## src/rtl/axil_arb2.sv

```systemverilog
// Two-master AXI-Lite arbiter: independent round-robin write and read arbiters
// sharing one downstream AXI-Lite port, one outstanding transaction per path.
module axil_arb2 #(
  parameter int unsigned ADDR_WIDTH = 8,
  parameter int unsigned DATA_WIDTH = 32
) (
  input  logic                      clk,
  input  logic                      rst_n,

  // master 0
  input  logic [ADDR_WIDTH-1:0]     s0_awaddr,
  input  logic                      s0_awvalid,
  output logic                      s0_awready,
  input  logic [DATA_WIDTH-1:0]     s0_wdata,
  input  logic [DATA_WIDTH/8-1:0]   s0_wstrb,
  input  logic                      s0_wvalid,
  output logic                      s0_wready,
  output logic [1:0]                s0_bresp,
  output logic                      s0_bvalid,
  input  logic                      s0_bready,
  input  logic [ADDR_WIDTH-1:0]     s0_araddr,
  input  logic                      s0_arvalid,
  output logic                      s0_arready,
  output logic [DATA_WIDTH-1:0]     s0_rdata,
  output logic [1:0]                s0_rresp,
  output logic                      s0_rvalid,
  input  logic                      s0_rready,

  // master 1
  input  logic [ADDR_WIDTH-1:0]     s1_awaddr,
  input  logic                      s1_awvalid,
  output logic                      s1_awready,
  input  logic [DATA_WIDTH-1:0]     s1_wdata,
  input  logic [DATA_WIDTH/8-1:0]   s1_wstrb,
  input  logic                      s1_wvalid,
  output logic                      s1_wready,
  output logic [1:0]                s1_bresp,
  output logic                      s1_bvalid,
  input  logic                      s1_bready,
  input  logic [ADDR_WIDTH-1:0]     s1_araddr,
  input  logic                      s1_arvalid,
  output logic                      s1_arready,
  output logic [DATA_WIDTH-1:0]     s1_rdata,
  output logic [1:0]                s1_rresp,
  output logic                      s1_rvalid,
  input  logic                      s1_rready,

  // downstream slave
  output logic [ADDR_WIDTH-1:0]     m_awaddr,
  output logic                      m_awvalid,
  input  logic                      m_awready,
  output logic [DATA_WIDTH-1:0]     m_wdata,
  output logic [DATA_WIDTH/8-1:0]   m_wstrb,
  output logic                      m_wvalid,
  input  logic                      m_wready,
  input  logic [1:0]                m_bresp,
  input  logic                      m_bvalid,
  output logic                      m_bready,
  output logic [ADDR_WIDTH-1:0]     m_araddr,
  output logic                      m_arvalid,
  input  logic                      m_arready,
  input  logic [DATA_WIDTH-1:0]     m_rdata,
  input  logic [1:0]                m_rresp,
  input  logic                      m_rvalid,
  output logic                      m_rready
);

  typedef enum logic [1:0] {W_IDLE, W_DATA, W_RESP} w_state_t;
  typedef enum logic [1:0] {R_IDLE, R_ADDR, R_RESP} r_state_t;

  // Round-robin pick: lone requester wins, contention goes to the master not served last.
  function automatic logic rr_pick(input logic [1:0] req, input logic last);
    if (req[0] && req[1]) return ~last;
    return req[1];
  endfunction

  // ---------------------------------------------------------------------------
  // Write path
  // ---------------------------------------------------------------------------
  w_state_t   w_state, w_state_nxt;
  logic       wgnt, wgnt_nxt;
  logic       wlast, wlast_nxt;
  logic       aw_done, aw_done_nxt;
  logic       w_done, w_done_nxt;
  logic [1:0] wreq;
  logic       sel_awvalid, sel_wvalid, sel_bready;
  logic       aw_hs, w_hs, b_hs;

  assign wreq        = {s1_awvalid | s1_wvalid, s0_awvalid | s0_wvalid};
  assign sel_awvalid = wgnt ? s1_awvalid : s0_awvalid;
  assign sel_wvalid  = wgnt ? s1_wvalid  : s0_wvalid;
  assign sel_bready  = wgnt ? s1_bready  : s0_bready;
  assign aw_hs       = m_awvalid & m_awready;
  assign w_hs        = m_wvalid & m_wready;
  assign b_hs        = m_bvalid & m_bready;

  // Payload muxes follow the registered grant; master 0 out of reset.
  assign m_awaddr = wgnt ? s1_awaddr : s0_awaddr;
  assign m_wdata  = wgnt ? s1_wdata  : s0_wdata;
  assign m_wstrb  = wgnt ? s1_wstrb  : s0_wstrb;
  assign s0_bresp = m_bresp;
  assign s1_bresp = m_bresp;

  always_ff @(posedge clk or negedge rst_n) begin
    if (!rst_n) begin
      w_state <= W_IDLE;
      wgnt    <= 1'b0;
      wlast   <= 1'b1;
      aw_done <= 1'b0;
      w_done  <= 1'b0;
    end else begin
      w_state <= w_state_nxt;
      wgnt    <= wgnt_nxt;
      wlast   <= wlast_nxt;
      aw_done <= aw_done_nxt;
      w_done  <= w_done_nxt;
    end
  end

  always_comb begin
    w_state_nxt = w_state;
    wgnt_nxt    = wgnt;
    wlast_nxt   = wlast;
    aw_done_nxt = aw_done;
    w_done_nxt  = w_done;
    case (w_state)
      W_IDLE: begin
        if (wreq != 2'b00) begin
          wgnt_nxt    = rr_pick(wreq, wlast);
          w_state_nxt = W_DATA;
        end
      end
      W_DATA: begin
        // AW and W may complete in either order or together.
        if ((aw_done | aw_hs) && (w_done | w_hs)) begin
          aw_done_nxt = 1'b0;
          w_done_nxt  = 1'b0;
          w_state_nxt = W_RESP;
        end else begin
          aw_done_nxt = aw_done | aw_hs;
          w_done_nxt  = w_done | w_hs;
        end
      end
      W_RESP: begin
        if (b_hs) begin
          wlast_nxt   = wgnt;
          w_state_nxt = W_IDLE;
        end
      end
      default: w_state_nxt = W_IDLE;
    endcase
  end

  always_comb begin
    m_awvalid  = 1'b0;
    m_wvalid   = 1'b0;
    m_bready   = 1'b0;
    s0_awready = 1'b0;
    s1_awready = 1'b0;
    s0_wready  = 1'b0;
    s1_wready  = 1'b0;
    s0_bvalid  = 1'b0;
    s1_bvalid  = 1'b0;
    case (w_state)
      W_DATA: begin
        m_awvalid = sel_awvalid & ~aw_done;
        m_wvalid  = sel_wvalid & ~w_done;
        if (wgnt) begin
          s1_awready = m_awready & ~aw_done;
          s1_wready  = m_wready & ~w_done;
        end else begin
          s0_awready = m_awready & ~aw_done;
          s0_wready  = m_wready & ~w_done;
        end
      end
      W_RESP: begin
        m_bready = sel_bready;
        if (wgnt) s1_bvalid = m_bvalid;
        else      s0_bvalid = m_bvalid;
      end
      default: ;
    endcase
  end

  // ---------------------------------------------------------------------------
  // Read path
  // ---------------------------------------------------------------------------
  r_state_t   r_state, r_state_nxt;
  logic       rgnt, rgnt_nxt;
  logic       rlast, rlast_nxt;
  logic [1:0] rreq;
  logic       sel_arvalid, sel_rready;
  logic       ar_hs, r_hs;

  assign rreq        = {s1_arvalid, s0_arvalid};
  assign sel_arvalid = rgnt ? s1_arvalid : s0_arvalid;
  assign sel_rready  = rgnt ? s1_rready  : s0_rready;
  assign ar_hs       = m_arvalid & m_arready;
  assign r_hs        = m_rvalid & m_rready;

  assign m_araddr = rgnt ? s1_araddr : s0_araddr;
  assign s0_rdata = m_rdata;
  assign s1_rdata = m_rdata;
  assign s0_rresp = m_rresp;
  assign s1_rresp = m_rresp;

  always_ff @(posedge clk or negedge rst_n) begin
    if (!rst_n) begin
      r_state <= R_IDLE;
      rgnt    <= 1'b0;
      rlast   <= 1'b1;
    end else begin
      r_state <= r_state_nxt;
      rgnt    <= rgnt_nxt;
      rlast   <= rlast_nxt;
    end
  end

  always_comb begin
    r_state_nxt = r_state;
    rgnt_nxt    = rgnt;
    rlast_nxt   = rlast;
    case (r_state)
      R_IDLE: begin
        if (rreq != 2'b00) begin
          rgnt_nxt    = rr_pick(rreq, rlast);
          r_state_nxt = R_ADDR;
        end
      end
      R_ADDR: begin
        if (ar_hs) r_state_nxt = R_RESP;
      end
      R_RESP: begin
        if (r_hs) begin
          rlast_nxt   = rgnt;
          r_state_nxt = R_IDLE;
        end
      end
      default: r_state_nxt = R_IDLE;
    endcase
  end

  always_comb begin
    m_arvalid  = 1'b0;
    m_rready   = 1'b0;
    s0_arready = 1'b0;
    s1_arready = 1'b0;
    s0_rvalid  = 1'b0;
    s1_rvalid  = 1'b0;
    case (r_state)
      R_ADDR: begin
        m_arvalid = sel_arvalid;
        if (rgnt) s1_arready = m_arready;
        else      s0_arready = m_arready;
      end
      R_RESP: begin
        m_rready = sel_rready;
        if (rgnt) s1_rvalid = m_rvalid;
        else      s0_rvalid = m_rvalid;
      end
      default: ;
    endcase
  end

endmodule
```

## config.mk

```make
export PLATFORM = sky130hd
export DESIGN_NAME = axil_arb2
export DESIGN_NICKNAME = d
export VERILOG_FILES = /design/src/rtl/axil_arb2.sv
export SDC_FILE = /design/constraint.sdc
export NUM_CORES = 1
export LEC_CHECK = 0
export CORE_AREA = 2 2 113 115
export CTS_BUF_LIST = sky130_fd_sc_hd__clkbuf_16
export DETAILED_ROUTE_END_ITERATION = 10
export DIE_AREA = 0 0 115 117
export REMOVE_ABC_BUFFERS = 1
export SETUP_SLACK_MARGIN = 0.15
export SYNTH_ARGS = -nofsm -noshare
export SYNTH_HDL_FRONTEND = slang
export SYNTH_SLANG_ARGS = --single-unit
```

## constraint.sdc

```tcl
create_clock -name clk -period 1.55 [get_ports clk]
set_clock_uncertainty 0.05 [all_clocks]
set_input_delay 0.31 -clock clk [delete_from_list [all_inputs] [get_ports clk]]
set_output_delay 0.31 -clock clk [all_outputs]
set_load 0.01 [all_outputs]
```

## Word level (Yosys, flattened, before mapping)

Index checks and enable logic that the tools add are counted.

| word-level totals | value |
|---|---|
| output and inout bits | 139 |
| word-level logic and storage cells | 102 |
| bits in registers | 10 |

| cells by class | value |
|---|---|
| muxes and demuxes | 54 |
| equal/unequal tests | 10 |
| bitwise logic cells | 17 |
| reductions and logical operators | 13 |

Operator list:

| kind | count |
|---|---|
| two-way mux 1 bit | 42 |
| two-way mux 32 bit | 1 |
| two-way mux 8 bit | 2 |
| two-way mux 2 bit | 6 |
| != test 2 bit, second input constant | 6 |
| case mux 2 bit (3 select lines) | 2 |
| bitwise AND 1 bit | 9 |
| AND reduction 2 bit | 4 |
| AND reduction 3 bit | 2 |
| == test 2 x 1 -> 1 bit, second input constant | 2 |
| == test 2 bit, second input constant | 2 |
| zero test 2 bit | 2 |
| two-way mux 4 bit | 1 |
| NOT 1 bit | 4 |
| OR 1 bit | 4 |
| nonzero test 2 bit | 2 |
| logical AND 1 bit | 3 |

## Logic depth before layout (Yosys ltp)

Gate-level depths: netlist (run 1).

| depth | value |
|---|---|
| depth in word-level cells | 8 |
| mapped depth | 5 |

## Least setup slack after synthesis (run 1)

No wires, ideal clock.

| timing path | value |
|---|---|
| path kind | register to output |
| start point | register rgnt |
| end point | output port s1_arready |
| arrival | 1.137 ns |
| path buffers | 2 |
| slack | 0.053 ns |
| cell stages (with the launch flop) | 5 |
| cells stage by stage | dfrtp_1 > clkbuf_1 > buf_2 > inv_1 > nor3_1 |

| on the way | value |
|---|---|
| longest elaborated chain between the ends | 2 |

Ends and longest elaborated chain:

| what | line | RTL |
|---|---|---|
| from (decl) | 189 | `logic rgnt, rgnt_nxt;` |
| from (signal assigned) | 214 | `rgnt <= rgnt_nxt;` |
| two-way mux 1 bit | 253 | `if (rgnt) s1_arready = m_arready;` |
| two-way mux 1 bit | 250 | `case (r_state)` |
| to (decl) | 42 | `output logic s1_arready,` |

No other way between the ends.

## Worst setup path in the final report (run 1)

| timing path | value |
|---|---|
| start point | register wgnt |
| end point | output port m_wdata[26] |

| on the way | value |
|---|---|
| longest elaborated chain between the ends | 1 |

Ends and longest elaborated chain:

| what | line | RTL |
|---|---|---|
| from (decl) | 81 | `logic wgnt, wgnt_nxt;` |
| from (signal assigned) | 113 | `wgnt <= wgnt_nxt;` |
| two-way mux 32 bit | 99 | `assign m_wdata = wgnt ? s1_wdata : s0_wdata;` |
| to (decl) | 52 | `output logic [DATA_WIDTH-1:0] m_wdata,` |

No other way between the ends.

==> impl_metrics.xml, run 1 <==
<?xml version="1.0" encoding="UTF-8"?>
<metrics>
  <group name="pwr">
    <metric name="power_report.internal_total" unit="mW">3.99</metric>
    <metric name="netSwitchingFraction" unit="%">35.3</metric>
    <metric name="p_leak" unit="nW">1.90</metric>
    <metric name="pwr-share-seq" unit="%">8.3</metric>
    <metric name="power.share.clock" unit="%">7.4</metric>
    <metric name="total_switching_power" unit="mW">2.18</metric>
    <metric name="power_frac_comb" unit="%">84.2</metric>
    <metric name="peakVddDrop" unit="V">0.000442</metric>
    <metric name="powerDensity" unit="mW/mm²">1450</metric>
  </group>
  <group name="grt">
    <metric name="grt_pass1_vias" unit="">2241</metric>
    <metric name="grt.overflow.total" unit="">0</metric>
    <metric name="grt_pass1_wl" unit="µm">17000</metric>
    <metric name="largest_net_degree_at_the_start_of_global_routing" unit="">15</metric>
    <metric name="antenna_found_initial" unit="">1</metric>
    <metric name="track_usage" unit="%">18.5</metric>
  </group>
  <group name="sta">
    <metric name="setup_viol" unit="">67</metric>
    <metric name="worst_slew_margin_rel" unit="%">66.3</metric>
    <metric name="final_min_period_over_clock_period" unit="%">120</metric>
    <metric name="setup_ws" unit="ns">-0.314</metric>
    <metric name="drv_slew" unit="">0</metric>
    <metric name="rsz0062_at_grt" unit="">yes</metric>
    <metric name="post_layout_min_period" unit="ns">1.86</metric>
    <metric name="max_freq" unit="GHz">0.536</metric>
    <metric name="totalNegativeSetupSlack" unit="ns">-14.62</metric>
    <metric name="hold_viol" unit="">0</metric>
    <metric name="worst_slew_pin_slew" unit="ns">0.503</metric>
  </group>
  <group name="setup_path">
    <metric name="timing.reg2reg.setup_slack" unit="ns">-0.10</metric>
    <metric name="critPathKind" unit="">reg -&gt; out</metric>
    <metric name="crit_path_required_time" unit="ns">1.19</metric>
    <metric name="beginning_of_the_worst_register_to_register_path" unit="">wgnt</metric>
    <metric name="number_of_cell_instances_on_the_worst_register_to_register_path" unit="">5</metric>
    <metric name="worst_setup_path_end_kind" unit="">output pin</metric>
    <metric name="worstPathMaxFanout" unit="">6</metric>
    <metric name="setup.worst_path.start" unit="">wgnt</metric>
    <metric name="rr_endpoint" unit="">w_state[1]</metric>
    <metric name="start_kind" unit="">register</metric>
    <metric name="timing.critical_path.arrival" unit="ns">1.50</metric>
  </group>
  <group name="cts">
    <metric name="clk_latency" unit="ns">0.24</metric>
    <metric name="cts_buffers" unit="">3</metric>
    <metric name="clk_pin_slew_worst_paths" unit="ns">0.04</metric>
    <metric name="cts_hold_buf" unit="">0</metric>
    <metric name="clock_tree.htree_level_count" unit="">1</metric>
    <metric name="clock_sinks" unit="">10</metric>
    <metric name="cts.path.max_buffers" unit="">2</metric>
    <metric name="tritoncts" unit="">built</metric>
    <metric name="cts-root-buf" unit="">sky130_fd_sc_hd__clkbuf_16</metric>
  </group>
  <group name="route">
    <metric name="routed_wire_length_per_instance" unit="µm">26.3</metric>
    <metric name="first_iteration_detailed_routing_drc_count" unit="">63</metric>
    <metric name="dr.pass1.iters" unit="">4</metric>
    <metric name="finalWirelength" unit="µm">14000</metric>
    <metric name="drt.antenna.violating_nets" unit="">0</metric>
    <metric name="remaining_drc_errors" unit="">0</metric>
    <metric name="avgViaCountPerCell" unit="">4.35</metric>
    <metric name="num_vias" unit="">2321</metric>
  </group>
  <group name="yosys">
    <metric name="synth-xor-area-share" unit="%">0</metric>
    <metric name="syn-mean-instance-area" unit="µm²">8.76</metric>
    <metric name="synth.yosys.seq_area_share" unit="%">13.8</metric>
    <metric name="dominant_combinational_cell_family_by_area_after_synthesis" unit="">multiplexers</metric>
    <metric name="synth_fa_ha_area_share" unit="%">0</metric>
    <metric name="synthesis.yosys.warnings" unit="">0</metric>
    <metric name="yosys_register_bits" unit="">10</metric>
    <metric name="synthSimpleGateAreaFrac" unit="%">10.5</metric>
    <metric name="synth_compound_area_share" unit="%">6.97</metric>
    <metric name="ys_types" unit="">30</metric>
    <metric name="synth.area.mux_share" unit="%">35.2</metric>
    <metric name="number_of_instances_in_the_synthesized_netlist" unit="">209</metric>
    <metric name="synth.cell_area" unit="mm²">0.00183</metric>
  </group>
  <group name="final_layout">
    <metric name="synthToLayoutAreaGrowth" unit="%">132</metric>
    <metric name="most_frequent_standard_cell_in_the_layout_excluding_fill_and_tap_cells" unit="">sky130_fd_sc_hd__clkdlybuf4s50_1</metric>
    <metric name="area.sequential" unit="µm²">254</metric>
    <metric name="final.fill_count" unit="">1262</metric>
    <metric name="n_antenna_cell" unit="">0</metric>
    <metric name="post_route_cells_drive_above_1_share" unit="%">57.3</metric>
    <metric name="mostFrequentLayoutCells" unit="">116 x sky130_fd_sc_hd__clkdlybuf4s50_1, 69 x sky130_fd_sc_hd__buf_6, 36 x sky130_fd_sc_hd__buf_4</metric>
    <metric name="layout.cell_area.non_filler" unit="mm²">0.00426</metric>
    <metric name="fin_nets" unit="">542</metric>
    <metric name="multi_input_gate_area" unit="mm²">0.00115</metric>
    <metric name="final_cell_count_no_fill" unit="">534</metric>
  </group>
  <group name="place">
    <metric name="placed_cells_incl_taps" unit="">494</metric>
    <metric name="gp_routability_congestion" unit="">0.875</metric>
    <metric name="post_dp_cell_area" unit="mm²">0.00356</metric>
    <metric name="io_buffer_count" unit="">187</metric>
    <metric name="dp_hpwl" unit="µm">11700</metric>
  </group>
  <group name="floorplan">
    <metric name="die_h" unit="µm">117</metric>
    <metric name="rows" unit="">41</metric>
    <metric name="floorplan.core_area" unit="mm²">0.0123</metric>
    <metric name="io-pin-count" unit="">296</metric>
    <metric name="die-area" unit="mm²">0.0135</metric>
    <metric name="fp.dieW" unit="µm">115</metric>
    <metric name="start_util" unit="%">14.9</metric>
  </group>
  <group name="run_status">
    <metric name="outcome" unit="">complete, but fails checks</metric>
    <metric name="violated_checks" unit="">setup timing</metric>
  </group>
  <group name="flow_run">
    <metric name="max_cap_violations" unit="">0</metric>
  </group>
  <group name="worst_hold_path">
    <metric name="worstHoldPathType" unit="">in -&gt; async</metric>
  </group>
</metrics>
power by group through the flow:
stage / Clock [mW] / Sequential, mW / Combinational [mW]
finish: 0.459 / 0.514 / 5.19
global route: 0.492 / 0.530 / 5.48
CTS: 0.469 / 0.499 / 4.18
detailed placement: 0 / 0.515 / 3.53
global placement: 0 / 0.512 / 3.50
floorplan: 0 / 0.701 / 1.31
worst max path at each step:
| stage | to | slack [ns] | cells after the start |
|---|---|---|---|
| after floorplan | w_state[1] | -0.80 | 3 |
| after global placement | m_awvalid | -0.51 | 5 |
| after detailed placement | m_awvalid | -0.54 | 5 |
| after CTS | m_wdata[5] | -0.32 | 5 |
| after global routing | m_bready | -0.35 | 6 |
| final | m_wdata[26] | -0.31 | 5 |
synth_stat cells, drive strengths merged:
library cell / n / area, µm²
a21o: 2 / 15.0
a21oi: 3 / 15.0
a311oi: 1 / 15.0
a31oi: 3 / 18.8
a32o: 2 / 20.0
and3: 1 / 6.26
buf: 80 / 587
clkbuf: 4 / 15.0
dfrtp: 8 / 200
dfstp: 2 / 52.6
inv: 3 / 11.3
mux2: 54 / 616
mux2i: 3 / 30.0
nand2: 6 / 22.5
nand2b: 2 / 12.5
nand3b: 3 / 22.5
nand4b: 1 / 8.76
nor2: 12 / 45.0
nor2b: 3 / 18.8
nor3: 8 / 40.0
nor3b: 1 / 7.51
nor4b: 1 / 8.76
o211ai: 1 / 7.51
o21a: 1 / 7.51
o21ai: 1 / 5.00
o221ai: 1 / 8.76
o31ai: 2 / 15.0
logic make-up (layout without fill, tap and decap cells):
kind of cell    Yosys count  count (layout)
compound gates           17              17
buf+inv                  87             262
flops                    10              10
mux                      57              57
simple gates             38              38
final cells by class:
type	count	area share (%)
clock buffers	3	1.76
clock inverters	1	0.0882
inverters	3	0.323
multi-input cells	112	27.1
flip-flops and latches	10	5.97
well taps	150	4.41
repair buffers	255	60.3
sequential cells by signal, summed over array words and instances, names as in the netlist:
name     cells
aw_done      1
w_state      2
r_state      2
wlast        1
w_done       1
wgnt         1
rgnt         1
rlast        1
timing repair:
action	CTS	global route
pin swaps	11	14
gates resized for setup	325	74
buffers inserted	20	11
endpoints found under the setup margin	71	74
gates cloned	2	3
metal layers:
metal	GRT usage, %	vias up	part of all wire, %
li1	-	1003	-
met4	3.86	4	1.7
met5	5.19	-	0.63
met2	31.1	248	47
met3	17.5	12	21
met1	16.1	1054	30
critical path, cell delays in order (launching register included):
cell and delay [ns]:
sky130_fd_sc_hd__dfrtp_2 0.44, sky130_fd_sc_hd__buf_6 0.15, sky130_fd_sc_hd__buf_12 0.14, sky130_fd_sc_hd__buf_6 0.11
sky130_fd_sc_hd__mux2_4 0.29, sky130_fd_sc_hd__buf_6 0.13
metrics by stage:
step | total power [mW] | setup WS [ns] | hold slack, ns | utilization (%)
4_1_cts | 5.15 | -0.320 | 0.375 | 31.0
6_report | 6.17 | -0.314 | 0.364 | 34.6
5_1_grt | 6.50 | -0.349 | 0.390 | 34.6
3_3_place_gp | 4.02 | -0.506 | 0.431 | 28.9
3_5_place_dp | 4.05 | -0.540 | 0.448 | 28.9
2_1_floorplan | 2.01 | -0.800 | -0.0356 | -
Note: power is estimated with default switching activity, not from simulation.
==> inputs of run 2 (changes only) <==
--- a/config.mk
+++ b/config.mk
@@ -5,10 +5,11 @@
 export SDC_FILE = /design/constraint.sdc
 export NUM_CORES = 1
 export LEC_CHECK = 0
-export CORE_AREA = 2 2 113 115
+export CORE_AREA = 10 10 106 108
 export CTS_BUF_LIST = sky130_fd_sc_hd__clkbuf_16
 export DETAILED_ROUTE_END_ITERATION = 10
-export DIE_AREA = 0 0 115 117
+export DIE_AREA = 0 0 116 118
+export PLACE_DENSITY = 0.75
 export REMOVE_ABC_BUFFERS = 1
 export SETUP_SLACK_MARGIN = 0.15
 export SYNTH_ARGS = -nofsm -noshare
==> run 2 against run 1 <==
Against the previous run:
- the flow still finishes with violations (setup timing)
- via count decreased by 5.8%
- sequential share of layout area is essentially flat
- wire length grew 3.2%
- hold slack lost 0.014 ns
- first-iteration DRC count is 71% higher
- total power increased by 2.0%
- largest power group unchanged
==> impl_metrics.xml, run 2 (synthesis results as in run 1) <==
<?xml version="1.0" encoding="UTF-8"?>
<metrics>
  <group name="run_status">
    <metric name="outcome" unit="">complete, but fails checks</metric>
    <metric name="violated_checks" unit="">setup timing</metric>
  </group>
  <group name="sta">
    <metric name="hold-worst-slack" unit="ns">0.350</metric>
    <metric name="post_layout_min_period" unit="ns">1.82</metric>
    <metric name="max_freq" unit="GHz">0.549</metric>
    <metric name="setup_ws" unit="ns">-0.271</metric>
    <metric name="worst_slew_pin_slew" unit="ns">0.469</metric>
    <metric name="final_min_period_over_clock_period" unit="%">117</metric>
    <metric name="setup_viol" unit="">65</metric>
    <metric name="hold_viol" unit="">0</metric>
    <metric name="worst_slew_margin_rel" unit="%">68.6</metric>
    <metric name="drv_slew" unit="">0</metric>
    <metric name="totalNegativeSetupSlack" unit="ns">-13.42</metric>
    <metric name="rsz0062_at_grt" unit="">yes</metric>
  </group>
  <group name="setup_path">
    <metric name="critical_path_buf_inv_count" unit="">3</metric>
    <metric name="worstPathMaxFanout" unit="">7</metric>
    <metric name="crit_path_required_time" unit="ns">1.19</metric>
    <metric name="crit_path_max_incr_delay" unit="ns">0.47</metric>
    <metric name="critPathKind" unit="">reg -&gt; out</metric>
    <metric name="cp_slowest_cell" unit="">sky130_fd_sc_hd__dfrtp_2</metric>
    <metric name="start_kind" unit="">register</metric>
    <metric name="beginning_of_the_worst_register_to_register_path" unit="">wgnt</metric>
    <metric name="worstPathCellList" unit="">buf_12, buf_16, mux2_4, buf_6</metric>
    <metric name="rr_endpoint" unit="">w_state[1]</metric>
    <metric name="timing.reg2reg.setup_slack" unit="ns">-0.14</metric>
    <metric name="critPathTopFamily" unit="">flip-flops</metric>
    <metric name="timing.critical_path.arrival" unit="ns">1.46</metric>
    <metric name="critical_path.endpoint" unit="">m_wstrb[3]</metric>
    <metric name="setup.worst_path.start" unit="">wgnt</metric>
    <metric name="worst_setup_path_end_kind" unit="">output pin</metric>
    <metric name="number_of_cell_instances_on_the_worst_register_to_register_path" unit="">5</metric>
    <metric name="worst-path-stages" unit="">4</metric>
  </group>
  <group name="final_layout">
    <metric name="post_route_cells_drive_above_1_share" unit="%">55.5</metric>
    <metric name="final.fill_count" unit="">825</metric>
    <metric name="mostFrequentLayoutCells" unit="">117 x sky130_fd_sc_hd__clkdlybuf4s50_1, 72 x sky130_fd_sc_hd__buf_6, 54 x sky130_fd_sc_hd__mux2_4</metric>
    <metric name="fin_nets" unit="">531</metric>
    <metric name="n_antenna_cell" unit="">0</metric>
    <metric name="most_frequent_standard_cell_in_the_layout_excluding_fill_and_tap_cells" unit="">sky130_fd_sc_hd__clkdlybuf4s50_1</metric>
    <metric name="leading_registers_by_flop_count" unit="">r_state (2), w_state (2)</metric>
    <metric name="area.sequential" unit="µm²">258</metric>
    <metric name="synthToLayoutAreaGrowth" unit="%">134</metric>
    <metric name="multi_input_gate_area" unit="mm²">0.00128</metric>
  </group>
  <group name="floorplan">
    <metric name="start_util" unit="%">20.1</metric>
    <metric name="floorplan.core_area" unit="mm²">0.00911</metric>
    <metric name="io-pin-count" unit="">296</metric>
    <metric name="rows" unit="">35</metric>
    <metric name="die_h" unit="µm">118</metric>
    <metric name="die-area" unit="mm²">0.0137</metric>
    <metric name="fp.dieW" unit="µm">116</metric>
  </group>
  <group name="cts">
    <metric name="cts_buffers" unit="">3</metric>
    <metric name="clock_sinks" unit="">10</metric>
    <metric name="cts-root-buf" unit="">sky130_fd_sc_hd__clkbuf_16</metric>
    <metric name="cts_hold_buf" unit="">0</metric>
    <metric name="clock_tree.htree_level_count" unit="">1</metric>
    <metric name="clk_latency" unit="ns">0.24</metric>
    <metric name="clk_pin_slew_worst_paths" unit="ns">0.04</metric>
    <metric name="cts.path.max_buffers" unit="">2</metric>
    <metric name="tritoncts" unit="">built</metric>
  </group>
  <group name="worst_hold_path">
    <metric name="worstHoldPathType" unit="">in -&gt; async</metric>
  </group>
  <group name="route">
    <metric name="avgViaCountPerCell" unit="">4.52</metric>
    <metric name="drt.antenna.violating_nets" unit="">0</metric>
    <metric name="dr.pass1.iters" unit="">4</metric>
    <metric name="finalWirelength" unit="µm">14500</metric>
    <metric name="routed_wire_length_per_instance" unit="µm">29.9</metric>
    <metric name="num_vias" unit="">2187</metric>
    <metric name="first_iteration_detailed_routing_drc_count" unit="">108</metric>
    <metric name="remaining_drc_errors" unit="">0</metric>
  </group>
  <group name="place">
    <metric name="dp_hpwl" unit="µm">12500</metric>
    <metric name="gp_routability_congestion" unit="">0.887</metric>
    <metric name="io_buffer_count" unit="">187</metric>
  </group>
  <group name="grt">
    <metric name="grt.overflow.total" unit="">0</metric>
    <metric name="grt_pass1_vias" unit="">2533</metric>
    <metric name="track_usage" unit="%">19.4</metric>
    <metric name="grt_pass1_wl" unit="µm">19100</metric>
    <metric name="antenna_found_initial" unit="">0</metric>
    <metric name="largest_net_degree_at_the_start_of_global_routing" unit="">11</metric>
  </group>
  <group name="pwr">
    <metric name="peakVddDrop" unit="V">0.000573</metric>
    <metric name="powerDensity" unit="mW/mm²">1460</metric>
    <metric name="p_leak" unit="nW">2.02</metric>
  </group>
  <group name="flow_run">
    <metric name="max_cap_violations" unit="">0</metric>
  </group>
</metrics>
==> run 2: cell count changes in the layout (fill, tap and decap cells not counted), moves of 3 or more <==
cell	before	now
sky130_fd_sc_hd__buf_4	36	30
sky130_fd_sc_hd__mux2_4	20	54
sky130_fd_sc_hd__mux2_2	34	0
sky130_fd_sc_hd__dfrtp_2	1	4
sky130_fd_sc_hd__buf_16	2	5
sky130_fd_sc_hd__buf_6	69	72
sky130_fd_sc_hd__clkbuf_16	6	3
sky130_fd_sc_hd__buf_2	19	12
sky130_fd_sc_hd__dfrtp_1	7	4
==> run 2: per-stage QoR <==
step                      instance area [µm²]  setup WS (ns)  power (mW)  util (%)  std cells
after floorplan                          1230         -0.800        2.01         -        125
after global placement                   3480         -0.532        4.00      38.3        452
after detailed placement                 3480         -0.525        4.04      38.3        452
after CTS                                4080         -0.251        5.84      44.8        475
after global routing                     4300         -0.298        6.62      47.2        484
final                                    4300         -0.271        6.29      47.2        484
==> run 2: report_power, final <==
group,switching [mW],internal (mW),total [mW]
logic,1.95,3.35,5.30
clock network,0.115,0.337,0.452
registers,0.140,0.399,0.539
==> run 2: layer usage <==
metal	wire length (µm)	GRT usage [%]	vias to the layer above
met2	6570	30.4	205
li1	-	-	976
met5	94	5.88	-
met1	4480	17.9	994
met3	3060	17.9	10
met4	282	4.38	2
==> run 2: area by class of cell <==
cell class / instances / share of cell area (%)
Timing Repair Buffer: 244 / 58.9
Multi-Input combinational cell: 112 / 29.7
Clock inverter: 1 / 0.0874
Clock buffer: 3 / 1.75
Tap cell: 111 / 3.23
Sequential cell: 10 / 6.00
Inverter: 3 / 0.320
==> run 2: timing repair <==
item / CTS / global route
setup buffers: 14 / 9
endpoints found under the hold margin: 0 / 0
setup endpoints to repair: 70 / 71
gates resized for setup: 413 / 35
pin swaps: 11 / 6
cloned: 5 / 0
==> run 2: worst min-delay path by stage <==
stage | startpoint | endpoint | slack [ns] | cells after the start
after global placement | rlast | rlast | 0.43 | 2
final | rst_n | w_state[1] | 0.35 | 1
after global routing | rst_n | w_done | 0.40 | 1
after detailed placement | rlast | rlast | 0.45 | 2
after CTS | rst_n | w_done | 0.37 | 1
after floorplan | rst_n | aw_done | -0.04 | 0
==> inputs of run 3 (changes only) <==
==> constraint.sdc (replaced) <==
create_clock -name clk -period 1.8 [get_ports clk]
set_clock_uncertainty 0.05 [all_clocks]
set_input_delay 0.36 -clock clk [delete_from_list [all_inputs] [get_ports clk]]
set_output_delay 0.36 -clock clk [all_outputs]
set_load 0.01 [all_outputs]
==> run 3 against run 2 <==
Against the previous run:
- hold slack improved by 0.051 ns
- clock-buffer cell count unchanged
- worst setup slack better by 0.18 ns
- final cell count is 1.2% lower
- total power decreased by 22%
- global-route usage is 0.60 points lower
- the run still ends with setup timing left
- wire length decreased by 2.9%
- final area down 6.0%
- combinational power is 23% lower
- sequential power shrank 16%
==> impl_metrics.xml, run 3 (synthesis results as in run 1) <==
<?xml version="1.0" encoding="UTF-8"?>
<metrics>
  <group name="setup_path">
    <metric name="crit_path_max_incr_delay" unit="ns">0.42</metric>
    <metric name="timing.critical_path.arrival" unit="ns">1.48</metric>
    <metric name="critical_path.most_common_cell" unit="">sky130_fd_sc_hd__buf_6</metric>
    <metric name="critPathKind" unit="">reg -&gt; out</metric>
    <metric name="worstPathCellList" unit="">buf_6, buf_6, buf_16, mux2_4, buf_6</metric>
    <metric name="crit_path_required_time" unit="ns">1.39</metric>
    <metric name="worstPathMaxFanout" unit="">5</metric>
    <metric name="timing.reg2reg.setup_slack" unit="ns">0.08</metric>
    <metric name="critical_path_buf_inv_count" unit="">4</metric>
    <metric name="number_of_cell_instances_on_the_worst_register_to_register_path" unit="">6</metric>
    <metric name="worst_setup_path_end_kind" unit="">output pin</metric>
    <metric name="rr_endpoint" unit="">w_state[1]</metric>
    <metric name="cp_slowest_cell" unit="">sky130_fd_sc_hd__dfrtp_2</metric>
    <metric name="critPathTopFamily" unit="">buffers and inverters</metric>
    <metric name="start_kind" unit="">register</metric>
    <metric name="beginning_of_the_worst_register_to_register_path" unit="">wgnt</metric>
  </group>
  <group name="final_layout">
    <metric name="post_route_cells_drive_above_1_share" unit="%">53.4</metric>
    <metric name="leading_registers_by_flop_count" unit="">r_state (2), w_state (2)</metric>
    <metric name="fin_nets" unit="">525</metric>
    <metric name="mostFrequentLayoutCells" unit="">114 x sky130_fd_sc_hd__clkdlybuf4s50_1, 61 x sky130_fd_sc_hd__buf_6, 35 x sky130_fd_sc_hd__buf_4</metric>
    <metric name="synthToLayoutAreaGrowth" unit="%">120</metric>
    <metric name="n_antenna_cell" unit="">0</metric>
    <metric name="most_frequent_standard_cell_in_the_layout_excluding_fill_and_tap_cells" unit="">sky130_fd_sc_hd__clkdlybuf4s50_1</metric>
    <metric name="layout.cell_area.non_filler" unit="mm²">0.00404</metric>
  </group>
  <group name="sta">
    <metric name="post_layout_min_period" unit="ns">1.89</metric>
    <metric name="hold_viol" unit="">0</metric>
    <metric name="setup_ws" unit="ns">-0.0943</metric>
    <metric name="max_freq" unit="GHz">0.528</metric>
    <metric name="drv_slew" unit="">0</metric>
    <metric name="worst_slew_margin_rel" unit="%">69.8</metric>
    <metric name="setup_viol" unit="">28</metric>
    <metric name="final_min_period_over_clock_period" unit="%">105</metric>
    <metric name="rsz0062_at_grt" unit="">yes</metric>
    <metric name="worst_slew_pin_slew" unit="ns">0.452</metric>
  </group>
  <group name="floorplan">
    <metric name="die-area" unit="mm²">0.0137</metric>
    <metric name="io-pin-count" unit="">296</metric>
    <metric name="rows" unit="">35</metric>
    <metric name="fp.dieW" unit="µm">116</metric>
    <metric name="die_h" unit="µm">118</metric>
    <metric name="start_util" unit="%">20.1</metric>
    <metric name="floorplan.core_area" unit="mm²">0.00911</metric>
  </group>
  <group name="place">
    <metric name="gp_routability_congestion" unit="">0.893</metric>
    <metric name="post_dp_cell_area" unit="mm²">0.00345</metric>
    <metric name="dp_hpwl" unit="µm">12400</metric>
    <metric name="io_buffer_count" unit="">187</metric>
  </group>
  <group name="grt">
    <metric name="track_usage" unit="%">18.8</metric>
    <metric name="met1_usage_grt" unit="%">17.2</metric>
    <metric name="grt_pass1_wl" unit="µm">18500</metric>
    <metric name="antenna_found_initial" unit="">1</metric>
    <metric name="grt.overflow.total" unit="">0</metric>
    <metric name="grt_util_met3" unit="%">17.7</metric>
    <metric name="grt_pass1_vias" unit="">2402</metric>
    <metric name="largest_net_degree_at_the_start_of_global_routing" unit="">15</metric>
    <metric name="grt_use_met2" unit="%">30.1</metric>
    <metric name="global_route_hottest_layer" unit="">met2</metric>
  </group>
  <group name="cts">
    <metric name="clock_tree.htree_level_count" unit="">1</metric>
    <metric name="clk_latency" unit="ns">0.23</metric>
    <metric name="cts_buffers" unit="">3</metric>
    <metric name="clock_sinks" unit="">10</metric>
    <metric name="cts-root-buf" unit="">sky130_fd_sc_hd__clkbuf_16</metric>
    <metric name="cts.path.max_buffers" unit="">2</metric>
    <metric name="tritoncts" unit="">built</metric>
    <metric name="clk_pin_slew_worst_paths" unit="ns">0.04</metric>
  </group>
  <group name="route">
    <metric name="routed_wire_length_per_instance" unit="µm">29.4</metric>
    <metric name="avgViaCountPerCell" unit="">4.54</metric>
    <metric name="first_iteration_detailed_routing_drc_count" unit="">100</metric>
    <metric name="finalWirelength" unit="µm">14100</metric>
    <metric name="drt.antenna.violating_nets" unit="">0</metric>
    <metric name="remaining_drc_errors" unit="">0</metric>
    <metric name="dr.pass1.iters" unit="">4</metric>
    <metric name="num_vias" unit="">2171</metric>
  </group>
  <group name="flow_run">
    <metric name="max_cap_violations" unit="">0</metric>
  </group>
  <group name="pwr">
    <metric name="peakVddDrop" unit="V">0.000565</metric>
    <metric name="p_leak" unit="nW">1.84</metric>
    <metric name="powerDensity" unit="mW/mm²">1210</metric>
    <metric name="finalPower" unit="mW">4.89</metric>
  </group>
  <group name="worst_hold_path">
    <metric name="worstHoldPathType" unit="">in -&gt; async</metric>
  </group>
  <group name="run_status">
    <metric name="violated_checks" unit="">setup timing</metric>
    <metric name="outcome" unit="">complete, but fails checks</metric>
  </group>
</metrics>
[run 3: cell count changes in the layout (fill, tap and decap cells not counted), sizes merged]
cell,previous run,this run
buf,124,116
inv,4,3
dlygate4sd2,2,5
clkinv,0,1
clkbuf,3,5
clkdlybuf4s50,117,114
[run 3: layout make-up]
| cell class | count | area, µm² |
|---|---|---|
| fillers | 862 | 5070 |
| inverters | 3 | 11.3 |
| multi-input cells | 112 | 1150 |
| well taps | 111 | 139 |
| clock inverters | 1 | 3.75 |
| repair buffers | 238 | 2400 |
| flip-flops and latches | 10 | 255 |
| clock buffers | 3 | 75.1 |
[run 3: how the worst max path moves through the flow]
stage / cells after the start / from / endpoint
after floorplan: 3 / wgnt / w_state[1]
after global placement: 5 / s1_awvalid / m_awvalid
after detailed placement: 5 / s1_awvalid / m_awvalid
after CTS: 6 / wgnt / m_wvalid
after global routing: 5 / wgnt / m_wdata[17]
final: 5 / wgnt / m_wdata[17]
[run 3: stage by stage]
stage	instances	setup TNS (ns)	utilization (%)	hold slack (ns)	worst slack [ns]
detailed placement	448	-11.48	37.9	0.435	-0.386
floorplan	125	-24.02	-	0.0144	-0.550
global route	478	-2.92	44.3	0.438	-0.128
CTS	471	-0.659	41.2	0.409	-0.0782
finish	478	-1.82	44.3	0.401	-0.0943
global placement	448	-11.48	37.9	0.430	-0.382
[run 3: per-layer routing]
metal	wire length, µm	share of wire, %
met4	114	0.81
met3	2990	21
met1	4330	31
met5	104	0.74
met2	6530	46
[run 3: report_power, final]
| part | internal (mW) | switching [mW] |
|---|---|---|
| logic | 2.52 | 1.53 |
| clock network | 0.290 | 0.0894 |
| registers | 0.340 | 0.114 |
[run 3: timing repair]
item	4_1_cts	5_1_grt
resized for setup	355	51
cloned	3	1
endpoints found under the hold margin	0	0
pin swaps	8	2
setup buffers	16	6
endpoints found under the setup margin	67	67
hold buffers	0	0
